===== config.mk =====
export PLATFORM = sky130hd
export DESIGN_NAME = fetch_queue
export DESIGN_NICKNAME = d
export VERILOG_FILES = /design/src/rtl/fetch_queue_pkg.sv /design/src/rtl/fq_storage.sv /design/src/rtl/fetch_queue.sv
export SDC_FILE = /design/constraint.sdc
export NUM_CORES = 1
export LEC_CHECK = 0
export BUFFER_PORTS_ARGS = -buffer_cell sky130_fd_sc_hd__buf_2
export CORE_ASPECT_RATIO = 1.75
export CORE_MARGIN = 10
export CORE_UTILIZATION = 35
export DETAILED_ROUTE_END_ITERATION = 7
export PLACE_DENSITY_LB_ADDON = 0.05
export SYNTH_ARGS = -nofsm -noshare
export SYNTH_HDL_FRONTEND = slang
export SYNTH_HIERARCHICAL = 1
export SYNTH_SLANG_ARGS = --single-unit

===== constraint.sdc =====
create_clock -name clk -period 7.5 [get_ports clk]
set_input_delay 1.875 -clock clk [delete_from_list [all_inputs] [get_ports clk]]
set_output_delay 1.875 -clock clk [all_outputs]
set_load 0.01 [all_outputs]

===== src/rtl/fetch_queue_pkg.sv =====
// Shared types and defaults for the IF->ID fetch queue.
package fetch_queue_pkg;

    localparam int XLEN     = 32;
    localparam int FQ_DEPTH = 4;

    // One fetched instruction travelling from IF to ID.
    typedef struct packed {
        logic [XLEN-1:0] inst;
        logic [XLEN-1:0] PC;
        logic [XLEN-1:0] NPC;
        logic            valid;
    } IF_ID_PACKET;

endpackage


===== src/rtl/fq_storage.sv =====
// Packet array for the fetch queue: one write port, one asynchronous read
// port, cleared to zero on reset.
module fq_storage
    import fetch_queue_pkg::*;
#(
    parameter int DEPTH = 4,
    parameter int AW    = $clog2(DEPTH)
) (
    input  logic          clk,
    input  logic          rst,
    input  logic          we,
    input  logic [AW-1:0] waddr,
    input  IF_ID_PACKET   wdata,
    input  logic [AW-1:0] raddr,
    output IF_ID_PACKET   rdata
);

    IF_ID_PACKET r_mem [DEPTH];

    // Clear every entry on reset; otherwise write one entry when enabled.
    always_ff @(posedge clk) begin
        if (rst) begin
            for (int i = 0; i < DEPTH; i++) begin
                r_mem[i] <= '0;
            end
        end else if (we) begin
            r_mem[waddr] <= wdata;
        end
    end

    assign rdata = r_mem[raddr];

endmodule


===== src/rtl/fetch_queue.sv =====
// Instruction fetch queue between IF and ID. Buffers fetched packets, shows
// the oldest to ID, stalls IF when full and supports a one-cycle flush.
// Full and empty come only from the registered count, so there is no
// combinational path from ID readiness back to IF.
module fetch_queue
    import fetch_queue_pkg::*;
#(
    parameter  int DEPTH = FQ_DEPTH,
    localparam int CNT_W = $clog2(DEPTH + 1)
) (
    input  logic             clk,
    input  logic             rst,
    input  IF_ID_PACKET      if_packet_in,
    input  logic             flush,
    input  logic             id_ready,
    output logic             if_stall,
    output IF_ID_PACKET      id_packet_out,
    output logic [CNT_W-1:0] count
);

    localparam int PTR_W = $clog2(DEPTH);

    logic [PTR_W-1:0] r_head;
    logic [PTR_W-1:0] r_tail;
    logic [CNT_W-1:0] r_count;

    logic        w_full;
    logic        w_empty;
    logic        w_enq;
    logic        w_deq;
    IF_ID_PACKET w_rdata;

    assign w_full  = (r_count == CNT_W'(DEPTH));
    assign w_empty = (r_count == '0);

    // A full queue refuses new packets even when ID drains one this cycle.
    assign w_enq = if_packet_in.valid & ~w_full & ~flush;
    assign w_deq = id_ready & ~w_empty & ~flush;

    // Pointer and occupancy update; reset beats flush, flush beats traffic.
    always_ff @(posedge clk) begin
        if (rst || flush) begin
            r_head  <= '0;
            r_tail  <= '0;
            r_count <= '0;
        end else begin
            if (w_enq) begin
                r_tail <= r_tail + PTR_W'(1);
            end
            if (w_deq) begin
                r_head <= r_head + PTR_W'(1);
            end
            r_count <= r_count + CNT_W'(w_enq) - CNT_W'(w_deq);
        end
    end

    fq_storage #(
        .DEPTH (DEPTH),
        .AW    (PTR_W)
    ) u_storage (
        .clk   (clk),
        .rst   (rst),
        .we    (w_enq),
        .waddr (r_tail),
        .wdata (if_packet_in),
        .raddr (r_head),
        .rdata (w_rdata)
    );

    // Head packet to ID; valid is masked during flush so no wrong-path
    // packet can be consumed in the redirect cycle.
    always_comb begin
        id_packet_out       = w_rdata;
        id_packet_out.valid = ~w_empty & ~flush;
    end

    assign if_stall = w_full;
    assign count    = r_count;

endmodule


==> qor.txt <==
status: finished, final reports clean
drt drc: 0
Worst-path clk slew: 0.06 ns
Post-Syn Area: 0.0170 mm^2
Area Overhead vs Synth: 16.7%
Via density: 4.75
grt total ovfl: 0
synth warn: 6
H-tree depth: 2
DR vias: 8811
# port buffers: 201
remaining antenna violation count: 0
CTS sink count: 391
critical path arrival: 2.94 ns
max-cap check violation count: 0
initial antenna violation count: 8
initial core utilization: 35.5%
fin cells: 1853
Total Power: 0.00470 W
Net Count, Synth: 1079
Die H: 311 um
GR Util All Layers: 15.0%
Die Area: 0.0581 mm^2
share of total power in the clock network: 39.8%
average size of a mapped cell: 17.4 um^2
final setup vio count: 0
CTS tree: done
core area: 0.0479 mm^2
Setup Fix Bufs, Post-CTS: 0
fmax: 0.208 GHz
fin area: 0.0198 mm^2
Top-Level Pins: 202
number of global-route vias before repair: 10100
static leakage: 7.38 nW
largest net degree at the start of global routing: 70
dpl cells: 1779
post-placement cell area: 0.0186 mm^2
std cell rows: 106
critical path class: flip-flop to output pin
max_slew headroom: 24.0%
final worst-path cycle share: 64.2%
first-pass GRT wire length: 66100 um
CP max stage delay: 1.08 ns
CP max stage cell: dfxtp_4
VDD IR max: 0.160 mV
1st-iter DRT viols: 409
Comb power frac: 6.3%
TNS Setup: 0 ns
Mapped Cells: 975
P_int: 0.00366 W
worst hold path type: flip-flop to flip-flop
cells traversed along the worst timing path: buf_4, mux4_2, buf_2
CP required: 5.62 ns
Root Driver: clkbuf_16
Final Hold Fails: 0
worst-case clock buffer depth: 3
Power Density: 237 mW/mm^2
CTS buffer count: 40
sequential fraction of design power: 53.9%
cts hold-fix bufs: 0
Sw Pwr: 0.00104 W
Sw Ratio: 22.1%
unrepaired setup endpoints after global routing: no
Routed WL per cell: 23.7 um
drt first pass iters: 5
gpl congestion: 0.714
number of fill cells in the layout: 4354
Worst Tran Pin Value: 1.14 ns
Hold WS: 0.634 ns
share of cells above drive strength 1: 31.8%
Skew-Pair Late Insertion Delay: 0.54 ns
startpoint types: flip-flop
nets: 1277
drt total wl: 43900 um
post-cts sizing count: 0
clock skew: 0.0229 ns
detailed placement HPWL: 25100 um
Final min period: 4.82 ns
worst-path maximum fanout: 65
Worst Setup End Kind: output pin
max-slew violation count: 0
Die Width: 186 um
## power by group through the flow
stage	Sequential [W]	Clock, W	Combinational (W)
after floorplan	0.00258	0	0.000152
after global placement	0.00258	0	0.000308
after detailed placement	0.00258	0	0.000309
after CTS	0.00254	0.00194	0.000309
after global routing	0.00254	0.00203	0.000327
final	0.00253	0.00187	0.000296
## metrics by stage
| stage | utilization (%) | setup WS (ns) |
|---|---|---|
| 2_1_floorplan | - | 0.0931 |
| 3_3_place_gp | 38.9 | 3.12 |
| 3_5_place_dp | 38.9 | 3.09 |
| 4_1_cts | 41.3 | 2.55 |
| 5_1_grt | 41.4 | 2.47 |
| 6_report | 41.4 | 2.68 |
## placed cells by master, fill, tap and decap left out, types with 2 or more instances in the layout
cell type	n
a31o_4	2
and2_1	386
and4bb_4	2
buf_2	201
buf_4	17
clkbuf_1	11
clkbuf_16	41
clkinv_1	8
clkinv_2	6
dfxtp_1	5
dfxtp_4	2
diode_2	4
edfxtp_1	384
ha_1	2
inv_1	3
inv_6	2
mux2i_1	2
mux4_2	96
nand2_1	3
nor2_1	3
nor3_1	2
o21bai_4	2
or3_1	3
xnor2_1	2
## worst max-delay path: cells and delay by family (launching register included)
| family | cells | cell delay [ns] |
|---|---|---|
| flip-flops | 1 | 1.08 |
| buffers and inverters | 2 | 0.82 |
| multiplexers | 1 | 0.45 |
## flip-flops by register name, indices dropped and copies added (netlist names)
| register | cells |
|---|---|
| u_storage/r_mem | 384 |
| r_tail | 2 |
| r_head | 2 |
| count | 3 |
## layer usage
metal / global-route usage [%] / routed length (um) / vias up
li1: - / - / 4020
met1: 18.1 / 18300 / 4510
met2: 26.4 / 22600 / 209
met3: 3.29 / 2020 / 60
met4: 4.20 / 946 / 12
met5: 0 / 78 / -
## final timing paths
check	startpoint	end	slack, ns	cells after the start
setup / recovery	r_head[1]	id_packet_out[18]	2.68	3
hold / removal	r_tail[0]	r_tail[0]	0.63	2
setup reg to reg	count[1]	u_storage/r_mem[2][58]	4.42	7
hold reg to reg	r_tail[0]	r_tail[0]	0.63	2
## layout make-up
type	instances	area, um^2	area share [%]
Clock inverter	18	115	0.581
Inverter	3	11.3	0.0569
Clock buffer	52	1070	5.39
Sequential cell	391	11700	59.0
Antenna cell	4	10.0	0.0505
Tap cell	648	811	4.09
Timing Repair Buffer	219	1150	5.82
Multi-Input combinational cell	518	4960	25.0
Power figures use the tool's default switching activity.
